`config.mk`:
```
export PLATFORM = sky130hd
export DESIGN_NAME = sonar_tof_capture_flat
export DESIGN_NICKNAME = d
export VERILOG_FILES = /design/src/rtl/sonar_tof_capture_pkg.sv /design/src/rtl/sonar_tof_capture_if.sv /design/src/rtl/sonar_tof_capture_chan.sv /design/src/rtl/sonar_tof_capture.sv /design/src/flat_wrapper.sv
export SDC_FILE = /design/constraint.sdc
export NUM_CORES = 1
export LEC_CHECK = 0
export BUFFER_PORTS_ARGS = -buffer_cell sky130_fd_sc_hd__buf_4
export CORE_ASPECT_RATIO = 0.7
export CORE_MARGIN = 8
export CORE_UTILIZATION = 29
export DETAILED_ROUTE_END_ITERATION = 16
export MAX_ROUTING_LAYER = met4
export PLACE_DENSITY = 0.52
export SLEW_MARGIN = 20
export SYNTH_ARGS = -nofsm -noshare
export SYNTH_HDL_FRONTEND = slang
export SYNTH_SLANG_ARGS = --single-unit
```
`constraint.sdc`:
```
create_clock -name wb_clk_i -period 2.4 [get_ports wb_clk_i]
set_clock_uncertainty 0.2 [all_clocks]
set_input_delay 0.12 -clock wb_clk_i [delete_from_list [all_inputs] [get_ports wb_clk_i]]
set_output_delay 0.12 -clock wb_clk_i [all_outputs]
set_load 0.05 [all_outputs]
```
`src/rtl/sonar_tof_capture_pkg.sv`:
```
// Shared types and constants for the sonar time-of-flight capture block:
// FSM state encoding, register word addresses, CTRL/STATUS bit positions
// and the reset defaults of the BLANK and WINDOW registers.
package sonar_tof_pkg;

    typedef enum logic [1:0] {
        ST_IDLE     = 2'd0,
        ST_BLANKING = 2'd1,
        ST_LISTEN   = 2'd2,
        ST_DONE     = 2'd3
    } state_e;

    // Word addresses on the per-slave register bus
    localparam logic [4:0] ADR_CTRL     = 5'd0;
    localparam logic [4:0] ADR_STATUS   = 5'd1;
    localparam logic [4:0] ADR_BLANK    = 5'd2;
    localparam logic [4:0] ADR_WINDOW   = 5'd3;
    localparam logic [4:0] ADR_TICK     = 5'd4;
    localparam logic [4:0] ADR_TOF_BASE = 5'd16;

    // CTRL bits
    localparam int CTRL_START     = 0;
    localparam int CTRL_IRQ_EN    = 1;
    localparam int CTRL_CONT      = 2;
    localparam int CTRL_ABORT     = 3;
    localparam int CTRL_STATE_LSB = 4;

    // STATUS bits
    localparam int STATUS_DONE = 15;

    // Register reset defaults
    localparam logic [15:0] BLANK_RST  = 16'h0010;
    localparam logic [15:0] WINDOW_RST = 16'h0800;

endpackage

```
`src/rtl/sonar_tof_capture_if.sv`:
```
// Register bus shared with the SonarOnChip slaves: one-cycle valid strobe,
// word address, write data / write flag, and a registered ack + read data.
interface sonar_tof_capture_if;
    logic        wb_valid_i;
    logic [4:0]  wbs_adr_i;
    logic [15:0] wbs_dat_i;
    logic        wbs_strb_i;
    logic        wbs_ack_o;
    logic [15:0] wbs_dat_o;

    modport slave (
        input  wb_valid_i, wbs_adr_i, wbs_dat_i, wbs_strb_i,
        output wbs_ack_o, wbs_dat_o
    );

    modport master (
        output wb_valid_i, wbs_adr_i, wbs_dat_i, wbs_strb_i,
        input  wbs_ack_o, wbs_dat_o
    );
endinterface

```
`src/rtl/sonar_tof_capture_chan.sv`:
```
// One sonar channel: rising-edge detect on the comparator flag, a sticky
// hit flag and the TOF latch that captures the tick count on the first hit.
module sonar_tof_chan #(
    parameter int CNT_W = 16
) (
    input  logic             clk,
    input  logic             rst_n,
    input  logic             clr,      // new measurement: forget hit and TOF
    input  logic             listen,   // hits are only accepted while listening
    input  logic             cmp,
    input  logic [CNT_W-1:0] tick,
    output logic             hit,
    output logic [CNT_W-1:0] tof
);

    logic             cmp_q;
    logic             hit_q, hit_d;
    logic [CNT_W-1:0] tof_q, tof_d;
    logic             edge_hit;

    // cmp_q tracks cmp in every state, so a level already high when
    // listening starts is not mistaken for an edge.
    assign edge_hit = listen & cmp & ~cmp_q & ~hit_q;

    // Only the first edge per measurement is latched
    always_comb begin
        hit_d = hit_q;
        tof_d = tof_q;
        if (clr) begin
            hit_d = 1'b0;
            tof_d = '0;
        end else if (edge_hit) begin
            hit_d = 1'b1;
            tof_d = tick;
        end
    end

    // Channel state registers
    always_ff @(posedge clk or negedge rst_n) begin
        if (!rst_n) begin
            cmp_q <= 1'b0;
            hit_q <= 1'b0;
            tof_q <= '0;
        end else begin
            cmp_q <= cmp;
            hit_q <= hit_d;
            tof_q <= tof_d;
        end
    end

    assign hit = hit_q;
    assign tof = tof_q;

endmodule

```
`src/rtl/sonar_tof_capture.sv`:
```
// Sonar time-of-flight capture: counts ce_pcm ticks from a software START,
// blanks the first BLANK ticks, then latches per-channel TOF on the first
// cmp rising edge until every channel hit or WINDOW expires. Results and
// control live on the shared register bus; irq_o flags completion.
// Optional build macro SSCS_TOF_AUTO_REARM_EN adds CTRL.CONT, which makes
// DONE restart a new measurement automatically one cycle after entry.
module sonar_tof_capture
    import sonar_tof_pkg::*;
#(
    parameter int N_CH  = 15,
    parameter int CNT_W = 16
) (
    input  logic                wb_clk_i,
    input  logic                wb_rst_n_i,
    sonar_tof_capture_if.slave  bus,
    input  logic                ce_pcm,
    input  logic [N_CH-1:0]     cmp,
    output logic                irq_o
);

    state_e                      state_q, state_d;
    logic [CNT_W-1:0]            tick_q, tick_d;
    logic [CNT_W-1:0]            blank_q, blank_d;
    logic [CNT_W-1:0]            window_q, window_d;
    logic                        irq_en_q, irq_en_d;
    logic                        done_q, done_d;
    logic                        ack_q, ack_d;
    logic [15:0]                 dat_q, dat_d;
    logic                        cont;

    logic [N_CH-1:0]             hit_mask;
    logic [N_CH-1:0][CNT_W-1:0]  tof;

    logic                        wr, ctrl_wr, start, abort, status_clr;
    logic                        cnt_en, listen_en, rearm, restart;
    logic [15:0]                 rdata;

    // Bus write decode; ABORT wins over START in the same write
    assign wr         = bus.wb_valid_i & bus.wbs_strb_i;
    assign ctrl_wr    = wr && (bus.wbs_adr_i == ADR_CTRL);
    assign start      = ctrl_wr & bus.wbs_dat_i[CTRL_START] & ~bus.wbs_dat_i[CTRL_ABORT];
    assign abort      = ctrl_wr & bus.wbs_dat_i[CTRL_ABORT];
    assign status_clr = wr && (bus.wbs_adr_i == ADR_STATUS) && bus.wbs_dat_i[STATUS_DONE];
    assign restart    = ~abort & (start | rearm);

`ifdef SSCS_TOF_AUTO_REARM_EN
    logic cont_q, cont_d;

    // Continuous-mode bit, written with every CTRL write
    always_comb begin
        cont_d = cont_q;
        if (ctrl_wr) cont_d = bus.wbs_dat_i[CTRL_CONT];
    end

    // Continuous-mode register
    always_ff @(posedge wb_clk_i or negedge wb_rst_n_i) begin
        if (!wb_rst_n_i) cont_q <= 1'b0;
        else             cont_q <= cont_d;
    end

    assign cont = cont_q;
`else
    assign cont = 1'b0;
`endif

    // FSM state register
    always_ff @(posedge wb_clk_i or negedge wb_rst_n_i) begin
        if (!wb_rst_n_i) state_q <= ST_IDLE;
        else             state_q <= state_d;
    end

    // FSM next state: software commands override the measurement flow
    always_comb begin
        state_d = state_q;
        if (abort) begin
            state_d = ST_IDLE;
        end else if (start) begin
            state_d = ST_BLANKING;
        end else begin
            case (state_q)
                ST_BLANKING: if (ce_pcm && tick_q >= blank_q) state_d = ST_LISTEN;
                ST_LISTEN:   if ((&hit_mask) || (ce_pcm && tick_q >= window_q)) state_d = ST_DONE;
                ST_DONE:     if (cont) state_d = ST_BLANKING;
                default:     ;
            endcase
        end
    end

    // FSM outputs: counting, hit acceptance and auto re-arm
    always_comb begin
        cnt_en    = 1'b0;
        listen_en = 1'b0;
        rearm     = 1'b0;
        case (state_q)
            ST_BLANKING: cnt_en = 1'b1;
            ST_LISTEN: begin
                cnt_en    = 1'b1;
                listen_en = ~abort;
            end
            ST_DONE:     rearm = cont;
            default:     ;
        endcase
    end

    // Per-channel edge detect and TOF latches
    for (genvar n = 0; n < N_CH; n++) begin : g_chan
        sonar_tof_chan #(.CNT_W(CNT_W)) u_chan (
            .clk    (wb_clk_i),
            .rst_n  (wb_rst_n_i),
            .clr    (restart),
            .listen (listen_en),
            .cmp    (cmp[n]),
            .tick   (tick_q),
            .hit    (hit_mask[n]),
            .tof    (tof[n])
        );
    end

    // Read mux: values as they stand before this cycle's write lands
    always_comb begin
        rdata = '0;
        case (bus.wbs_adr_i)
            ADR_CTRL: begin
                rdata[CTRL_STATE_LSB +: 2] = state_q;
                rdata[CTRL_IRQ_EN]         = irq_en_q;
                rdata[CTRL_CONT]           = cont;
            end
            ADR_STATUS: begin
                rdata[N_CH-1:0]   = hit_mask;
                rdata[STATUS_DONE] = done_q;
            end
            ADR_BLANK:  rdata = 16'(blank_q);
            ADR_WINDOW: rdata = 16'(window_q);
            ADR_TICK:   rdata = 16'(tick_q);
            default: begin
                for (int n = 0; n < N_CH; n++) begin
                    if (bus.wbs_adr_i == ADR_TOF_BASE + 5'(n)) rdata = 16'(tof[n]);
                end
            end
        endcase
    end

    // Datapath next values: counter, config registers, done flag, bus reply
    always_comb begin
        tick_d   = tick_q;
        blank_d  = blank_q;
        window_d = window_q;
        irq_en_d = irq_en_q;
        done_d   = done_q;

        if (restart) begin
            tick_d = '0;
        end else if (cnt_en && ce_pcm && !abort && tick_q != '1) begin
            tick_d = tick_q + 1'b1;  // saturating
        end

        if (ctrl_wr) irq_en_d = bus.wbs_dat_i[CTRL_IRQ_EN];
        if (wr && bus.wbs_adr_i == ADR_BLANK)  blank_d  = bus.wbs_dat_i[CNT_W-1:0];
        if (wr && bus.wbs_adr_i == ADR_WINDOW) window_d = bus.wbs_dat_i[CNT_W-1:0];

        if (restart) begin
            done_d = 1'b0;
        end else if (state_q == ST_LISTEN && state_d == ST_DONE) begin
            done_d = 1'b1;
        end else if (status_clr) begin
            done_d = 1'b0;
        end

        ack_d = bus.wb_valid_i;
        dat_d = (bus.wb_valid_i && !bus.wbs_strb_i) ? rdata : 16'h0;
    end

    // Datapath registers
    always_ff @(posedge wb_clk_i or negedge wb_rst_n_i) begin
        if (!wb_rst_n_i) begin
            tick_q   <= '0;
            blank_q  <= BLANK_RST[CNT_W-1:0];
            window_q <= WINDOW_RST[CNT_W-1:0];
            irq_en_q <= 1'b0;
            done_q   <= 1'b0;
            ack_q    <= 1'b0;
            dat_q    <= 16'h0;
        end else begin
            tick_q   <= tick_d;
            blank_q  <= blank_d;
            window_q <= window_d;
            irq_en_q <= irq_en_d;
            done_q   <= done_d;
            ack_q    <= ack_d;
            dat_q    <= dat_d;
        end
    end

    assign bus.wbs_ack_o = ack_q;
    assign bus.wbs_dat_o = dat_q;
    assign irq_o         = done_q & irq_en_q;

endmodule

```
`src/flat_wrapper.sv`:
```
// flat-port wrapper written by rule: the top's interface ports become plain ports
module sonar_tof_capture_flat import sonar_tof_pkg::*;
#(
    parameter int N_CH  = 15,
    parameter int CNT_W = 16
)
  (wb_clk_i, wb_rst_n_i, ce_pcm, cmp, irq_o, bus_wb_valid_i, bus_wbs_adr_i, bus_wbs_dat_i, bus_wbs_strb_i, bus_wbs_ack_o, bus_wbs_dat_o);
  sonar_tof_capture_if bus_i ();
  input  logic wb_clk_i;
  input  logic wb_rst_n_i;
  input  logic ce_pcm;
  input  logic [N_CH-1:0] cmp;
  output logic irq_o;
  input wire logic [$bits(bus_i.wb_valid_i)-1:0] bus_wb_valid_i;
  input wire logic [$bits(bus_i.wbs_adr_i)-1:0] bus_wbs_adr_i;
  input wire logic [$bits(bus_i.wbs_dat_i)-1:0] bus_wbs_dat_i;
  input wire logic [$bits(bus_i.wbs_strb_i)-1:0] bus_wbs_strb_i;
  output wire logic [$bits(bus_i.wbs_ack_o)-1:0] bus_wbs_ack_o;
  output wire logic [$bits(bus_i.wbs_dat_o)-1:0] bus_wbs_dat_o;
  assign bus_i.wb_valid_i = bus_wb_valid_i;
  assign bus_i.wbs_adr_i = bus_wbs_adr_i;
  assign bus_i.wbs_dat_i = bus_wbs_dat_i;
  assign bus_i.wbs_strb_i = bus_wbs_strb_i;
  assign bus_wbs_ack_o = bus_i.wbs_ack_o;
  assign bus_wbs_dat_o = bus_i.wbs_dat_o;
  sonar_tof_capture #(.N_CH(N_CH), .CNT_W(CNT_W)) u_core (.wb_clk_i(wb_clk_i), .wb_rst_n_i(wb_rst_n_i), .bus(bus_i), .ce_pcm(ce_pcm), .cmp(cmp), .irq_o(irq_o));
endmodule
```
==> metrics.log, run 1 <==
INFO  metric root_buffer = sky130_fd_sc_hd__clkbuf_16
INFO  metric timing.final.ws_setup = 0.0417 ns
INFO  metric max-clock-path-buffers = 3
INFO  metric worst_hold_startpoint = ce_pcm
INFO  metric synthDominantCellAreaShare = 48.4%
INFO  metric via_count = 14.3k
INFO  metric core-area = 59700 um^2
INFO  metric pin_count_of_the_biggest_net_entering_global_routing = 71
INFO  metric setup_viol_count_final = 0
INFO  metric clock.fmax = 0.424 GHz
INFO  metric fin_crit_sh = 98.3%
INFO  metric worstSkewPairLatency = 0.55 ns
INFO  metric max_slew_vio_count = 0
INFO  metric pre_cts_ws = -0.206 ns
INFO  metric rsz_0062_raised_after_global_routing = true
INFO  metric number_of_instances_in_the_synthesized_netlist = 1691
INFO  metric layout_common_cells = sky130_fd_sc_hd__dfrtp_1 (333), sky130_fd_sc_hd__nor2_1 (330), sky130_fd_sc_hd__mux2i_1 (247)
INFO  metric ctsHtreeMaxLevel = 2
INFO  metric status = finished, final reports clean
INFO  metric finalWorstPathRequiredPeriod = 2.36 ns
INFO  metric finish.cell_count_without_fillers = 2726
INFO  metric tritoncts = built
INFO  metric critical_path.max_fanout = 3
INFO  metric globalplace.congestion = 0.913
INFO  metric synth_enable_flop_cells = 0
INFO  metric tightest_slew = 0.791 ns
INFO  metric post-dp-hpwl = 45900 um
INFO  metric path_class = reg2reg
INFO  metric die-height = 221 um
INFO  metric worst_path_dominant_cell_family = compound AO/OA/AOI/OAI gates
INFO  metric start_util = 29.2%
INFO  metric vdd_drop_max = 0.409 mV
INFO  metric max_cap_viol_count = 0
INFO  metric synth_cell_types = 71
INFO  metric drtAntennaViolNets = 0
INFO  metric power_leakage = 0.00977 uW
INFO  metric synth_async_sr_flop_share = 100%
INFO  metric layout.filler_cells = 5974
INFO  metric design.die.area = 68300 um^2
INFO  metric worstReg2RegStart = u_core.tick_q[6]
INFO  metric yosys-top-cells-area = sky130_fd_sc_hd__dfrtp_1 (48%), sky130_fd_sc_hd__mux2i_1 (14%), sky130_fd_sc_hd__nor2_1 (7.2%)
INFO  metric critPathRequiredTime = 2.65 ns
INFO  metric synth.yosys.warnings = 0
INFO  metric drt_first_pass_iters = 6
INFO  metric io_buffers = 58
INFO  metric dr.first_iter.drc_count = 1549
INFO  metric postSynthRegisterBits = 339
INFO  metric mappedNetlistNets = 1768
INFO  metric grt_util_all_layers = 19.4%
INFO  metric grt_overflow = 0
INFO  metric total_wire_length = 66600 um
INFO  metric clock_sink_count = 339
INFO  metric worst_path_max_delay_cell = sky130_fd_sc_hd__dfrtp_1
INFO  metric hold_path_class = in2reg
INFO  metric timing.critical_path.slowest_cell_delay = 0.47 ns
INFO  metric worst_setup_path_startpoint = u_core.tick_q[6]
INFO  metric wire_length_of_the_first_global_routing_pass = 97400 um
INFO  metric end_kind = register
INFO  metric chipWidth = 309 um
INFO  metric detail_route.drc_violations = 0
INFO  metric ios = 59
INFO  metric cts_inserted_buffers = 36
INFO  metric syn-mean-instance-area = 10.3 um^2
INFO  metric critPathLaunchType = register
INFO  metric via_count_of_the_first_global_routing_pass = 14.4k
INFO  metric cts.reportedPaths.clkPinSlew = 0.06 ns
INFO  metric layout-drive-gt1-share = 21.3%
INFO  metric synth_top_area_cell = sky130_fd_sc_hd__dfrtp_1
INFO  metric avgViaCountPerCell = 5.25
INFO  metric crit_path_cell_trace = ha_1 > nor3_2 > o21ai_0 > a41oi_2 > o21ai_2 > o211a_1 > o32ai_1
INFO  metric wl_per_cell = 24.4 um
INFO  metric finish.net_count = 1966
INFO  metric antenna_found_initial = 0
INFO  metric finalHoldViolations = 0
INFO  metric cellPowerDensity = 770 nW/um^2
INFO  metric final_common_cell = sky130_fd_sc_hd__dfrtp_1
INFO  metric synth_seq_area_share = 48.7%
INFO  metric cp_num_buf_inv = 0
INFO  metric dp_cells = 2616
INFO  metric placementRows = 75
INFO  metric tns = 0 ns
INFO  metric area_growth_syn_to_layout = 26.3%
INFO  metric slew_headroom = 47.1%
INFO  metric postSynth.topFlopCell = sky130_fd_sc_hd__dfrtp_1
INFO  metric synth_area = 17400 um^2
INFO  metric worst_ep_arrival_time = 2.60 ns
tightest hold or removal path: cells and delay by family:
family	cells	cell delay [ns]
buffers and inverters	1	0.13
AO/OA/AOI/OAI	3	0.43
AND/OR/NAND/NOR	1	0.06
sequential cells by signal, summed over array words and instances (netlist names), 2 cells and up:
signal / flops
u_core.g_chan.u_chan.tof: 240
u_core.g_chan.u_chan.cmp_q: 15
u_core.g_chan.u_chan.hit: 15
u_core.tick_q: 16
u_core.state_q: 2
u_core.bus.wbs_dat_o: 16
u_core.blank_q: 16
u_core.window_q: 16
cells in the mapped netlist, types with 13 or more instances:
| cell type | count |
|---|---|
| sky130_fd_sc_hd__clkbuf_1 | 61 |
| sky130_fd_sc_hd__nor3b_1 | 18 |
| sky130_fd_sc_hd__a221oi_1 | 20 |
| sky130_fd_sc_hd__nor3_1 | 13 |
| sky130_fd_sc_hd__nand2_1 | 71 |
| sky130_fd_sc_hd__mux2_2 | 19 |
| sky130_fd_sc_hd__ha_1 | 36 |
| sky130_fd_sc_hd__buf_2 | 34 |
| sky130_fd_sc_hd__a22oi_1 | 35 |
| sky130_fd_sc_hd__nor2_1 | 333 |
| sky130_fd_sc_hd__mux2i_1 | 247 |
| sky130_fd_sc_hd__buf_6 | 27 |
| sky130_fd_sc_hd__inv_1 | 44 |
| sky130_fd_sc_hd__a21oi_1 | 44 |
| sky130_fd_sc_hd__buf_4 | 15 |
| sky130_fd_sc_hd__o22ai_1 | 22 |
| sky130_fd_sc_hd__dfrtp_1 | 337 |
| sky130_fd_sc_hd__nand3_1 | 22 |
| sky130_fd_sc_hd__a31oi_1 | 14 |
| sky130_fd_sc_hd__and3_1 | 14 |
| sky130_fd_sc_hd__o21ai_0 | 79 |
metrics by stage:
step	hold WS [ns]	total power [uW]	instance area, um^2	util [%]
finish	0.0352	17000	22000	36.9
global route	0.0469	17700	22000	36.9
CTS	0.00236	16900	21800	36.6
detailed placement	-0.124	10800	20200	33.8
global placement	-0.124	10800	20200	33.8
floorplan	-0.376	8960	17400	-
power breakdown:
group	internal, uW	leakage (uW)	switching (uW)	total, uW
registers	6460	0.00455	700	7160
logic	1560	0.00462	2310	3870
clock network	3420	0.000604	2500	5920
total	11400	0.00977	5510	17000
final cells by class:
class	instances	area (um^2)	share of cell area (%)
Sequential cell	339	8490	38.6
Inverter	44	165	0.750
Timing Repair Buffer	303	2950	13.4
Tap cell	808	1010	4.59
Clock inverter	15	166	0.756
Antenna cell	1	2.50	0.0114
Multi-Input combinational cell	1165	8170	37.1
Clock buffer	51	1060	4.81
kinds of logic after synthesis:
| group | count (synthesis) | share of synthesized area, % |
|---|---|---|
| and+or+nand+nor | 550 | 14.8 |
| DFF | 339 | 48.7 |
| AOI/OAI and AO/OA | 295 | 11.6 |
| muxes | 269 | 15.8 |
| buffers and inverters | 187 | 5.76 |
| adders and majority gates | 36 | 2.58 |
| xor gates and xnor gates | 15 | 0.754 |
worst paths after layout:
check	endpoint	slack (ns)	depth (start not counted)
max in group asynchronous	u_core.tick_q[12]	1.50	3
max reg2reg	u_core.done_q	0.04	7
min reg2reg	u_core.g_chan[4].u_chan.tof[10]	0.31	2
min	u_core.state_q[1]	0.04	5
max	u_core.done_q	0.04	7
min in group asynchronous	u_core.blank_q[4]	0.05	2
routing by layer:
layer / GRT usage [%] / vias to the layer above / part of all wire, %
met5: - / - / 0
met4: 4.93 / 0 / 2.6
met3: 6.46 / 110 / 11
met2: 25.1 / 602 / 39
met1: 28.4 / 7233 / 47
li1: - / 6379 / -
repair_timing:
action / in CTS / in global routing
endpoints found under the setup margin: 28 / 246
pin swaps: 3 / 3
cloned: 0 / 2
endpoints found under the hold margin: 430 / 0
resized for setup: 17 / 22
hold buffers: 35 / 0
setup buffers: 0 / 6
(Power assumes the default switching activity.)
==> inputs of run 2 (changes only) <==
--- a/config.mk
+++ b/config.mk
@@ -5,7 +5,7 @@
 export SDC_FILE = /design/constraint.sdc
 export NUM_CORES = 1
 export LEC_CHECK = 0
-export BUFFER_PORTS_ARGS = -buffer_cell sky130_fd_sc_hd__buf_4
+export BUFFER_PORTS_ARGS = -buffer_cell sky130_fd_sc_hd__buf_2
 export CORE_ASPECT_RATIO = 0.7
 export CORE_MARGIN = 8
 export CORE_UTILIZATION = 29
==> run 2 against run 1 <==
Compared with the run above: worst setup slack improved by 0.0050 ns; power fell by 0.78%; final area shrank 0.96%; register-to-register slack is essentially flat; clock power about the same; routed wire length is 1.9% lower; critical endpoint unchanged; largest power group unchanged.
==> metrics.log, run 2 (synthesis results as in run 1) <==
INFO  metric slew_headroom = 42.4% (-4.6 points)
INFO  metric cts_inserted_buffers = 37 (+2.8%)
INFO  metric finalWorstPathRequiredPeriod = 2.35 ns (-0.00503 ns)
INFO  metric pin_count_of_the_biggest_net_entering_global_routing = 55 (-23%)
INFO  metric detail_route.drc_violations = 0 (unchanged)
INFO  metric placementRows = 75 (unchanged)
INFO  metric start_util = 29.2% (unchanged)
INFO  metric ff_latch_area = 8490 um^2 (about the same)
INFO  metric max_slew_vio_count = 0 (unchanged)
INFO  metric area_growth_syn_to_layout = 25.1%
INFO  metric finish.cell_count_without_fillers = 2726 (unchanged)
INFO  metric status = finished, final reports clean
INFO  metric via_count = 14.2k (-1.1%)
INFO  metric grt_util_all_layers = 19.2% (-0.22 points)
INFO  metric final_util = 36.5% (-0.35 points)
INFO  metric finalHoldViolations = 0 (unchanged)
INFO  metric ctsHtreeMaxLevel = 2 (unchanged)
INFO  metric layout-drive-gt1-share = 20.7% (-0.55 points)
INFO  metric critPathLaunchType = register
INFO  metric cellPowerDensity = 771 nW/um^2 (+0.18%)
INFO  metric clock.fmax = 0.425 GHz (+0.21%)
INFO  metric power = 16800 uW (-0.78%)
INFO  metric total_wire_length = 65400 um (-1.9%)
INFO  metric timing.final.ws_setup = 0.0467 ns (+0.00503 ns)
INFO  metric final_common_cell = sky130_fd_sc_hd__dfrtp_1
INFO  metric drtAntennaViolNets = 0 (unchanged)
INFO  metric post_layout_inst_area = 21800 um^2 (-0.96%)
INFO  metric wire_length_of_the_first_global_routing_pass = 96300 um (-1.2%)
INFO  metric wl_per_cell = 24.0 um (-1.9%)
INFO  metric worstSkewPairLatency = 0.55 ns (about the same)
INFO  metric dpl-instance-area = 20100 um^2 (-0.56%)
INFO  metric critPathRequiredTime = 2.63 ns (-0.02 ns)
INFO  metric root_buffer = sky130_fd_sc_hd__clkbuf_16
INFO  metric end_kind = register
INFO  metric globalplace.congestion = 0.908 (-0.53%)
INFO  metric ios = 59 (unchanged)
INFO  metric dp_cells = 2620 (+0.15%)
INFO  metric antenna_found_initial = 2 (+2)
INFO  metric vdd_drop_max = 0.402 mV (-1.8%)
INFO  metric path_class = reg2reg
INFO  metric io_buffers = 58 (unchanged)
INFO  metric post-dp-hpwl = 45700 um (-0.38%)
INFO  metric max_cap_viol_count = 0 (unchanged)
INFO  metric avgViaCountPerCell = 5.20 (-1.1%)
INFO  metric critical_path.max_fanout = 5 (+2)
INFO  metric layout_common_cells = sky130_fd_sc_hd__dfrtp_1 (337), sky130_fd_sc_hd__nor2_1 (330), sky130_fd_sc_hd__mux2i_1 (247)
INFO  metric grt_overflow = 0 (unchanged)
INFO  metric max_reg_flops = 240 (unchanged)
INFO  metric setup_viol_count_final = 0 (unchanged)
INFO  metric worst_ep_arrival_time = 2.58 ns (-0.02 ns)
INFO  metric core-area = 59700 um^2 (unchanged)
INFO  metric drt_first_pass_iters = 7 (+1)
INFO  metric cts.reportedPaths.clkPinSlew = 0.07 ns (about the same)
INFO  metric dr.first_iter.drc_count = 1294 (-16%)
INFO  metric fin_crit_sh = 98.1% (-0.21 points)
INFO  metric layout.filler_cells = 6064 (+1.5%)
INFO  metric power_leakage = 0.00973 uW (-0.46%)
INFO  metric design.die.area = 68300 um^2 (unchanged)
INFO  metric tightest_slew = 0.861 ns (+0.0697 ns)
INFO  metric hold_path_class = in2reg
INFO  metric max-clock-path-buffers = 3 (unchanged)
INFO  metric die-height = 221 um (unchanged)
INFO  metric chipWidth = 309 um (unchanged)
INFO  metric via_count_of_the_first_global_routing_pass = 14.2k (-1.8%)
INFO  metric multi_input_comb_area = 8160 um^2 (-0.15%)
INFO  metric clock_sink_count = 339 (unchanged)
INFO  metric pre_cts_ws = -0.202 ns (+0.00320 ns)
INFO  metric finish.net_count = 1966 (unchanged)
INFO  metric tritoncts = built
run 2: changes by cell type in the layout (fill, tap and decap cells not counted), sizes merged:
| cell | delta |
|---|---|
| inv | -2 |
| diode | +2 |
| clkbuf | +2 |
| clkinv | -2 |
| buf | -1 |
| clkinvlp | -1 |
| dlygate4sd3 | +2 |
run 2: path summary, 6_finish.rpt:
| kind | from | endpoint | slack, ns | cells past startpoint |
|---|---|---|---|---|
| min in group asynchronous | wb_rst_n_i | u_core.blank_q[4] | 0.09 | 2 |
| min reg2reg | u_core.g_chan[5].u_chan.tof[7] | u_core.g_chan[5].u_chan.tof[7] | 0.32 | 2 |
| min | cmp[2] | u_core.g_chan[2].u_chan.cmp_q | 0.04 | 2 |
| max in group asynchronous | wb_rst_n_i | u_core.g_chan[10].u_chan.tof[15] | 0.62 | 3 |
| max | u_core.tick_q[1] | u_core.done_q | 0.05 | 8 |
| max reg2reg | u_core.tick_q[1] | u_core.done_q | 0.05 | 8 |
run 2: cell type report:
type	instances	share of cell area (%)
multi-input combinational	1165	37.4
clock inverter	10	0.603
tap	808	4.64
inverter	44	0.758
antenna	3	0.0344
clock buffer	55	5.03
timing repair buffer	302	12.6
sequential	339	38.9
run 2: where the power goes:
group	internal, uW	switching (uW)	total (uW)
combinational	1480	2250	3740
clock	3490	2460	5940
sequential	6460	680	7140
total	11400	5390	16800
run 2: critical path, stage by stage, from the launching register on:
cell and delay [ns]:
sky130_fd_sc_hd__dfrtp_1 0.45, sky130_fd_sc_hd__buf_4 0.19, sky130_fd_sc_hd__ha_1 0.20, sky130_fd_sc_hd__a21o_1 0.18
sky130_fd_sc_hd__a31oi_1 0.19, sky130_fd_sc_hd__o21ai_0 0.23, sky130_fd_sc_hd__o41ai_2 0.29, sky130_fd_sc_hd__o211a_1 0.24
sky130_fd_sc_hd__o32ai_2 0.10
run 2: metrics by stage:
step | TNS (ns) | hold slack, ns
after floorplan | 0 | -0.376
after global placement | -1.89 | -0.0578
after detailed placement | -3.56 | -0.0760
after CTS | -0.0389 | 0.00776
after global routing | -0.0729 | 0.0422
final | 0 | 0.0420
run 2: timing repair:
item | 4_1_cts | 5_1_grt
hold buffers | 37 | 0
endpoints found under the setup margin | 6 | 53
gates resized for setup | 7 | 21
endpoints found under the hold margin | 421 | 0
pin swaps | 2 | 2
buffers inserted | 0 | 1
run 2: layer usage:
layer / wire, um / global-route usage (%) / vias up
li1: - / - / 6367
met5: 0 / - / -
met1: 31200 / 28.0 / 7211
met4: 1510 / 5.02 / 0
met2: 25600 / 24.5 / 510
met3: 7050 / 6.88 / 85
